File: src/rtl/taxi_eth_mac_stat_accum_if.sv
// AXI4-Stream bundle shared by the MAC statistics path.
// Optional sidebands are always present; producers tie off the ones they disable.
interface taxi_axis_if #(
    parameter int DATA_W  = 8,
    parameter bit KEEP_EN = 1'b1,
    parameter int KEEP_W  = (DATA_W + 7) / 8,
    parameter bit LAST_EN = 1'b1,
    parameter bit ID_EN   = 1'b0,
    parameter int ID_W    = 8,
    parameter bit DEST_EN = 1'b0,
    parameter int DEST_W  = 8,
    parameter bit USER_EN = 1'b0,
    parameter int USER_W  = 1
) ();
    logic [DATA_W-1:0] tdata;
    logic [KEEP_W-1:0] tkeep;
    logic              tvalid;
    logic              tready;
    logic              tlast;
    logic [ID_W-1:0]   tid;
    logic [DEST_W-1:0] tdest;
    logic [USER_W-1:0] tuser;

    modport master (output tdata, tkeep, tvalid, tlast, tid, tdest, tuser, input tready);
    modport slave  (input tdata, tkeep, tvalid, tlast, tid, tdest, tuser, output tready);
endinterface

File: src/rtl/taxi_eth_mac_stat_accum.sv
// Multi-channel MAC event accumulator: counts status pulses per (channel, event)
// and periodically or on flush emits non-zero counts as increment records.
module taxi_eth_mac_stat_accum #(
    parameter int CH_N          = 4,
    parameter int EV_N          = 10,
    parameter int CNT_W         = 16,
    parameter int ID_BASE       = 0,
    parameter int UPDATE_PERIOD = 1024
) (
    input  logic                 clk,
    input  logic                 rst_n,
    input  logic [CH_N*EV_N-1:0] ev_in,
    input  logic                 flush,
    taxi_axis_if.master          m_axis_stat,
    output logic                 scan_busy
);
    localparam int N     = CH_N * EV_N;
    localparam int IDX_W = (N > 1) ? $clog2(N) : 1;
    localparam int TMR_W = $clog2(UPDATE_PERIOD);

    localparam logic [CNT_W-1:0] CNT_MAX  = {CNT_W{1'b1}};
    localparam logic [IDX_W-1:0] IDX_LAST = IDX_W'(N - 1);
    localparam logic [TMR_W-1:0] TMR_LAST = TMR_W'(UPDATE_PERIOD - 1);

    typedef enum logic [0:0] {
        IDLE = 1'b0,
        SCAN = 1'b1
    } state_t;

    state_t           state_r;
    state_t           state_s;
    logic [IDX_W-1:0] idx_r;
    logic [IDX_W-1:0] idx_s;
    logic [CNT_W-1:0] acc_r [N];
    logic [N-1:0]     ovf_r;
    logic [TMR_W-1:0] tmr_r;
    logic             scan_pend_r;
    logic             scan_busy_r;
    logic [CNT_W-1:0] tdata_r;
    logic [7:0]       tid_r;
    logic             tuser_r;
    logic             tvalid_r;

    logic             wrap_s;
    logic             start_s;
    logic             cap_s;
    logic             slot_free_s;
    logic             cur_nz_s;

    assign wrap_s      = (tmr_r == TMR_LAST);
    assign slot_free_s = !tvalid_r || m_axis_stat.tready;
    assign cur_nz_s    = (acc_r[idx_r] != {CNT_W{1'b0}});

    // Free-running update timer
    always_ff @(posedge clk or negedge rst_n) begin
        if (!rst_n) begin
            tmr_r <= {TMR_W{1'b0}};
        end else if (wrap_s) begin
            tmr_r <= {TMR_W{1'b0}};
        end else begin
            tmr_r <= tmr_r + TMR_W'(1);
        end
    end

    // Scan request latch; a new request wins over the clear on scan start
    always_ff @(posedge clk or negedge rst_n) begin
        if (!rst_n) begin
            scan_pend_r <= 1'b0;
        end else begin
            scan_pend_r <= wrap_s || flush || (scan_pend_r && !start_s);
        end
    end

    // Scan FSM next state: a stalled index holds until the output slot frees
    always_comb begin
        state_s = state_r;
        idx_s   = idx_r;
        start_s = 1'b0;
        cap_s   = 1'b0;
        case (state_r)
            IDLE: begin
                if (scan_pend_r) begin
                    start_s = 1'b1;
                    idx_s   = {IDX_W{1'b0}};
                    state_s = SCAN;
                end else begin
                    state_s = IDLE;
                end
            end
            SCAN: begin
                cap_s = cur_nz_s && slot_free_s;
                if (!cur_nz_s || slot_free_s) begin
                    if (idx_r == IDX_LAST) begin
                        state_s = IDLE;
                    end else begin
                        idx_s = idx_r + IDX_W'(1);
                    end
                end else begin
                    idx_s = idx_r;
                end
            end
            default: begin
                state_s = IDLE;
            end
        endcase
    end

    // FSM state, scan index and busy flag
    always_ff @(posedge clk or negedge rst_n) begin
        if (!rst_n) begin
            state_r     <= IDLE;
            idx_r       <= {IDX_W{1'b0}};
            scan_busy_r <= 1'b0;
        end else begin
            state_r     <= state_s;
            idx_r       <= idx_s;
            scan_busy_r <= (state_s == SCAN);
        end
    end

    // Saturating accumulators; the captured slot restarts from this cycle's event
    always_ff @(posedge clk or negedge rst_n) begin
        if (!rst_n) begin
            for (int i = 0; i < N; i++) begin
                acc_r[i] <= {CNT_W{1'b0}};
            end
            ovf_r <= {N{1'b0}};
        end else begin
            for (int i = 0; i < N; i++) begin
                if (cap_s && (idx_r == IDX_W'(i))) begin
                    acc_r[i] <= CNT_W'(ev_in[i]);
                    ovf_r[i] <= 1'b0;
                end else if (ev_in[i]) begin
                    if (acc_r[i] == CNT_MAX) begin
                        ovf_r[i] <= 1'b1;
                    end else begin
                        acc_r[i] <= acc_r[i] + CNT_W'(1);
                    end
                end else begin
                    acc_r[i] <= acc_r[i];
                end
            end
        end
    end

    // Output register: payload only changes when a new record loads
    always_ff @(posedge clk or negedge rst_n) begin
        if (!rst_n) begin
            tdata_r  <= {CNT_W{1'b0}};
            tid_r    <= 8'd0;
            tuser_r  <= 1'b0;
            tvalid_r <= 1'b0;
        end else if (cap_s) begin
            tdata_r  <= acc_r[idx_r];
            tid_r    <= 8'(ID_BASE) + 8'(idx_r);
            tuser_r  <= ovf_r[idx_r];
            tvalid_r <= 1'b1;
        end else if (m_axis_stat.tready) begin
            tvalid_r <= 1'b0;
        end else begin
            tvalid_r <= tvalid_r;
        end
    end

    assign m_axis_stat.tdata  = tdata_r;
    assign m_axis_stat.tkeep  = '1;
    assign m_axis_stat.tvalid = tvalid_r;
    assign m_axis_stat.tlast  = 1'b1;
    assign m_axis_stat.tid    = tid_r;
    assign m_axis_stat.tdest  = '0;
    assign m_axis_stat.tuser  = tuser_r;
    assign scan_busy          = scan_busy_r;
endmodule

File: src/flat_wrapper.sv
// flat-port wrapper written by rule: the top's interface ports become plain ports
module taxi_eth_mac_stat_accum_flat 
#(
    parameter int CH_N          = 4,
    parameter int EV_N          = 10,
    parameter int CNT_W         = 16,
    parameter int ID_BASE       = 0,
    parameter int UPDATE_PERIOD = 1024
)
  (clk, rst_n, ev_in, flush, scan_busy, m_axis_stat_tdata, m_axis_stat_tkeep, m_axis_stat_tvalid, m_axis_stat_tlast, m_axis_stat_tid, m_axis_stat_tdest, m_axis_stat_tuser, m_axis_stat_tready);
  taxi_axis_if #(.DATA_W(CNT_W), .KEEP_EN(1'b0), .LAST_EN(1'b0), .ID_EN(1'b1), .ID_W(8), .USER_EN(1'b1), .USER_W(1)) m_axis_stat_i ();
  input  logic clk;
  input  logic rst_n;
  input  logic [CH_N*EV_N-1:0] ev_in;
  input  logic flush;
  output logic scan_busy;
  output wire logic [$bits(m_axis_stat_i.tdata)-1:0] m_axis_stat_tdata;
  output wire logic [$bits(m_axis_stat_i.tkeep)-1:0] m_axis_stat_tkeep;
  output wire logic [$bits(m_axis_stat_i.tvalid)-1:0] m_axis_stat_tvalid;
  output wire logic [$bits(m_axis_stat_i.tlast)-1:0] m_axis_stat_tlast;
  output wire logic [$bits(m_axis_stat_i.tid)-1:0] m_axis_stat_tid;
  output wire logic [$bits(m_axis_stat_i.tdest)-1:0] m_axis_stat_tdest;
  output wire logic [$bits(m_axis_stat_i.tuser)-1:0] m_axis_stat_tuser;
  input wire logic [$bits(m_axis_stat_i.tready)-1:0] m_axis_stat_tready;
  assign m_axis_stat_tdata = m_axis_stat_i.tdata;
  assign m_axis_stat_tkeep = m_axis_stat_i.tkeep;
  assign m_axis_stat_tvalid = m_axis_stat_i.tvalid;
  assign m_axis_stat_tlast = m_axis_stat_i.tlast;
  assign m_axis_stat_tid = m_axis_stat_i.tid;
  assign m_axis_stat_tdest = m_axis_stat_i.tdest;
  assign m_axis_stat_tuser = m_axis_stat_i.tuser;
  assign m_axis_stat_i.tready = m_axis_stat_tready;
  taxi_eth_mac_stat_accum #(.CH_N(CH_N), .EV_N(EV_N), .CNT_W(CNT_W), .ID_BASE(ID_BASE), .UPDATE_PERIOD(UPDATE_PERIOD)) u_core (.clk(clk), .rst_n(rst_n), .ev_in(ev_in), .flush(flush), .m_axis_stat(m_axis_stat_i), .scan_busy(scan_busy));
endmodule
File: config.mk
export PLATFORM = sky130hd
export DESIGN_NAME = taxi_eth_mac_stat_accum_flat
export DESIGN_NICKNAME = d
export VERILOG_FILES = /design/src/rtl/taxi_eth_mac_stat_accum_if.sv /design/src/rtl/taxi_eth_mac_stat_accum.sv /design/src/flat_wrapper.sv
export SDC_FILE = /design/constraint.sdc
export NUM_CORES = 2
export LEC_CHECK = 0
export BUFFER_PORTS_ARGS = -buffer_cell sky130_fd_sc_hd__buf_2
export CAP_MARGIN = 30
export CORE_ASPECT_RATIO = 0.9
export CORE_MARGIN = 10
export CORE_UTILIZATION = 60
export DETAILED_ROUTE_END_ITERATION = 12
export PLACE_DENSITY = 0.88
export SLEW_MARGIN = 20
export SYNTH_ARGS = -nofsm -noshare
export SYNTH_HDL_FRONTEND = slang
export SYNTH_SLANG_ARGS = --single-unit
export TNS_END_PERCENT = 5
File: constraint.sdc
create_clock -name clk -period 3.95 [get_ports clk]
set_input_delay 0.1975 -clock clk [delete_from_list [all_inputs] [get_ports clk]]
set_output_delay 0.1975 -clock clk [all_outputs]
set_load 0.01 [all_outputs]
==> results.sh <==
export IMPL_port_buffer_count=68
export IMPL_worst_slack_ns=-0.0202
export IMPL_synth_distinct_cells=61
export IMPL_synth_async_reset_ratio_pct=100
export IMPL_cts_tree="done"
export IMPL_synthToLayoutAreaGrowth_pct=13.9
export IMPL_yosysWarnings=0
export IMPL_synth_area_sq_um=40900
export IMPL_synthAdderAreaFrac_pct=1.38
export IMPL_pwr_share_seq_pct=37.3
export IMPL_grt_total_usage_pct=31.1
export IMPL_nFillCells=4593
export IMPL_cp_required_ns=4.45
export IMPL_relSlewSlack_pct=38.8
export IMPL_seq_area_frac_synth_pct=44.2
export IMPL_antenna_found_initial=4
export IMPL_rrSetupSlack_ns=-0.02
export IMPL_hold_viol=0
export IMPL_drive_above_1_share_pct=13.2
export IMPL_wl_met2_um=54400
export IMPL_p_leak_nw=20.6
export IMPL_start_util_pct=60.8
export IMPL_synth_seq_cells=722
export IMPL_synth_top_family_by_area="simple AND/OR/NAND/NOR gates"
export IMPL_synth_compound_area_share_pct=6.02
export IMPL_dp_hpwl_um=88600
export IMPL_dieArea_sq_um=79000
export IMPL_p_per_area_nw_per_um2=668
export IMPL_top_layer="met5"
export IMPL_drt_first_pass_iters=7
export IMPL_viasPerCell=6.59
export IMPL_gr_total_overflow=0
export IMPL_post_drt_wl_per_cell_um=23.2
export IMPL_htree_levels=3
export IMPL_numClockSinks=722
export IMPL_holdCritStartpoint="m_axis_stat_tready"
export IMPL_ys_flop_type="dfrtp_1"
export IMPL_path_clk_slew_ns=0.07
export IMPL_cts_root_buf="clkbuf_16"
export IMPL_grt_max_degree=108
export IMPL_synth_cells=4240
export IMPL_synth_xor_area_share_pct=11.4
export IMPL_skew_ns=0.0318
export IMPL_reg2reg_from="u_core.idx_r[0]"
export IMPL_num_nets_final=4530
export IMPL_holdPathStages=3
export IMPL_hold_path_class="in2reg"
export IMPL_tightest_slew_ns=0.918
export IMPL_seq_area_sq_um=18100
export IMPL_route_detailed_drc=0
export IMPL_cp_arrival_ns=4.47
export IMPL_setup_viol=3
export IMPL_path_delay_family="simple AND/OR/NAND/NOR gates"
export IMPL_synth_simple_area_share_pct=22.5
export IMPL_routed_wl_um=125000
export IMPL_critical_path_class="reg2reg"
export IMPL_io_pins=82
export IMPL_cts_buffers=75
export IMPL_row_count=90
export IMPL_coreArea_sq_um=67200
export IMPL_fin_cells=5371
export IMPL_ir_drop_mv=0.493
export IMPL_clk_latency_ns=0.65
export IMPL_synth_avg_cell_area_sq_um=9.64
export IMPL_reg2reg_depth=13
export IMPL_rsz0062_at_grt="yes"
export IMPL_synth_edf_count=0
export IMPL_pre_cts_ws_ns=0.0587
export IMPL_drt_met1_wl_um=47200
export IMPL_crit_top_cell="buf_12"
export IMPL_synthMuxAreaShare_pct=11.3
export IMPL_crit_fanout=10
export IMPL_fin_crit_ns=3.97
export IMPL_reg2reg_to="u_core.acc_r[320]"
export IMPL_end_kind="register"
export IMPL_critPathMaxStageDelay_ns=0.59
export IMPL_pwr_share_comb_pct=39.2
export IMPL_hold_end="u_core.m_axis_stat.tvalid"
export IMPL_drv_slew=0
export IMPL_grt_pass1_vias=33700
export IMPL_worst_path_buf_inv=4
export IMPL_postRouteAntennaNets=0
export IMPL_multiInputGateArea_sq_um=21700
export IMPL_swShare_pct=39.8
export IMPL_net_switching_power_w=0.0124
export IMPL_status="complete, but fails checks"
export IMPL_crit_path_start_kind="register"
export IMPL_violations="setup timing"
export IMPL_pwr_share_clk_pct=23.5
export IMPL_fp_dieW_um=295
export IMPL_globalplace_congestion=1.03
export IMPL_wl_met3_um=17700
export IMPL_routed_via_count=35400
export IMPL_intPower_w=0.0187
export IMPL_max_cap_viol_count=0
export IMPL_die_h_um=268
export IMPL_grt_first_pass_wirelength_um=193000
export IMPL_dp_cells=5169
export IMPL_crit_slowest_cell="or4_4"
export IMPL_max_freq_mhz=252
export IMPL_period_share_pct=101
export IMPL_clock_path_buffers=3
export IMPL_drt_iter0_drc=5175
export IMPL_path_cells="buf_12, buf_16, mux4_2, mux2_4, nand2_1, nand4_1, or4_4, nor4_4, buf_12, clkbuf_4, a21oi_2, o41ai_2, a221oi_2"
[cell families after synthesis]
group	count (synthesis)
xor gates and xnor gates	530
AOI/OAI and AO/OA	397
muxes	322
and+or+nand+nor	1931
buffers and inverters	291
DFF	722
other	2
adders and majority gates	45
[worst min-delay path, delay by kind of cell]
kind	cells	cell delay, ns
buffers and inverters	1	0.15
AND/OR/NAND/NOR	2	0.38
[power by group through the flow]
| stage | clock network [W] | logic [W] | registers, W |
|---|---|---|---|
| after floorplan | 0 | 0.00724 | 0.0106 |
| after global placement | 0 | 0.0107 | 0.0114 |
| after detailed placement | 0 | 0.0110 | 0.0115 |
| after CTS | 0.00731 | 0.0112 | 0.0114 |
| after global routing | 0.00762 | 0.0129 | 0.0117 |
| final | 0.00730 | 0.0122 | 0.0116 |
[flip-flops by register name, summed over array words and instances (netlist names)]
| register | cells |
|---|---|
| u_core.scan_pend_r | 1 |
| u_core.m_axis_stat.tdata | 16 |
| u_core.m_axis_stat.tuser | 1 |
| u_core.m_axis_stat.tvalid | 1 |
| u_core.ovf_r | 40 |
| u_core.acc_r | 640 |
| u_core.state_r | 1 |
| u_core.tmr_r | 10 |
| u_core.idx_r | 6 |
| u_core.m_axis_stat.tid | 6 |
[synthesized netlist by cell type, types with 22 or more instances]
master	n	area [sq um]
nor2_1	709	2660
nand2b_1	22	138
mux4_2	108	2430
a22oi_1	42	315
clkbuf_1	103	387
nor3_1	86	430
and4_1	42	368
mux2_2	44	495
inv_1	91	342
nor4_1	26	163
a21oi_1	149	746
and2_1	48	300
a31oi_1	43	269
xnor2_1	212	1860
a22o_1	26	228
dfrtp_1	722	18100
mux2i_1	169	1690
o21ai_0	66	330
or3_1	72	450
ha_1	45	563
buf_2	62	310
nand3_1	210	1050
nand4_1	146	913
xor2_1	318	2790
nand2_1	378	1420
and3_1	121	757
[per-stage QoR]
| step | TNS [ns] | hold slack [ns] | util (%) | cell area (sq um) | power [W] |
|---|---|---|---|---|---|
| CTS | 0 | 0.0582 | 68.5 | 46100 | 0.0300 |
| finish | -0.0457 | 0.121 | 69.3 | 46600 | 0.0311 |
| detailed placement | 0 | 0.342 | 64.2 | 43200 | 0.0225 |
| global placement | 0 | 0.343 | 64.2 | 43200 | 0.0221 |
| global route | -0.141 | 0.100 | 69.3 | 46600 | 0.0322 |
| floorplan | 0 | -0.0981 | - | 40900 | 0.0179 |
[worst max-delay path by stage]
stage / start / end / slack (ns) / cells past startpoint
floorplan: u_core.idx_r[0] / u_core.idx_r[5] / 0.46 / 13
detailed placement: u_core.idx_r[0] / u_core.acc_r[385] / 0.06 / 12
CTS: u_core.idx_r[0] / u_core.acc_r[448] / 0.02 / 13
global route: u_core.idx_r[0] / u_core.acc_r[320] / -0.03 / 13
finish: u_core.idx_r[0] / u_core.acc_r[320] / -0.02 / 13
global placement: u_core.idx_r[0] / u_core.idx_r[5] / 0.09 / 12
[layout make-up]
| cell class | count | share of cell area (%) |
|---|---|---|
| diodes | 3 | 0.0161 |
| flip-flops and latches | 722 | 38.8 |
| multi-input cells | 3238 | 46.7 |
| repair buffers | 313 | 6.14 |
| well taps | 874 | 2.35 |
| clock inverters | 25 | 0.691 |
| inverters | 91 | 0.733 |
| clock buffers | 105 | 4.60 |
[routing by layer]
| layer | up-vias | global-route usage [%] |
|---|---|---|
| met5 | - | 0 |
| met4 | 4 | 11.5 |
| met3 | 460 | 9.94 |
| met2 | 2396 | 46.0 |
| met1 | 17300 | 42.5 |
| li1 | 15200 | - |
[cells in the final DEF (no fill, tap or decap), types with 67 or more instances in the layout]
| cell | netlist | layout |
|---|---|---|
| mux2i_1 | 169 | 169 |
| nor2_1 | 709 | 705 |
| nand4_1 | 146 | 146 |
| and3_1 | 121 | 120 |
| xnor2_1 | 212 | 212 |
| nor3_1 | 86 | 82 |
| or3_1 | 72 | 72 |
| buf_2 | 62 | 67 |
| a21oi_1 | 149 | 142 |
| inv_1 | 91 | 91 |
| buf_4 | 20 | 156 |
| dfrtp_1 | 722 | 720 |
| nand3_1 | 210 | 208 |
| clkbuf_16 | 0 | 81 |
| nand2_1 | 378 | 377 |
| xor2_1 | 318 | 318 |
| mux4_2 | 108 | 108 |
[timing repair]
| action | CTS | global route |
|---|---|---|
| setup endpoints to repair | 2 | 346 |
| buffers inserted | 0 | 22 |
| cloned | 0 | 4 |
| hold endpoints to repair | 168 | 0 |
| pin swaps | 0 | 9 |
| hold buffers | 42 | 0 |
| resized for setup | 5 | 44 |
No activity file was read; power rests on OpenSTA's default activity.
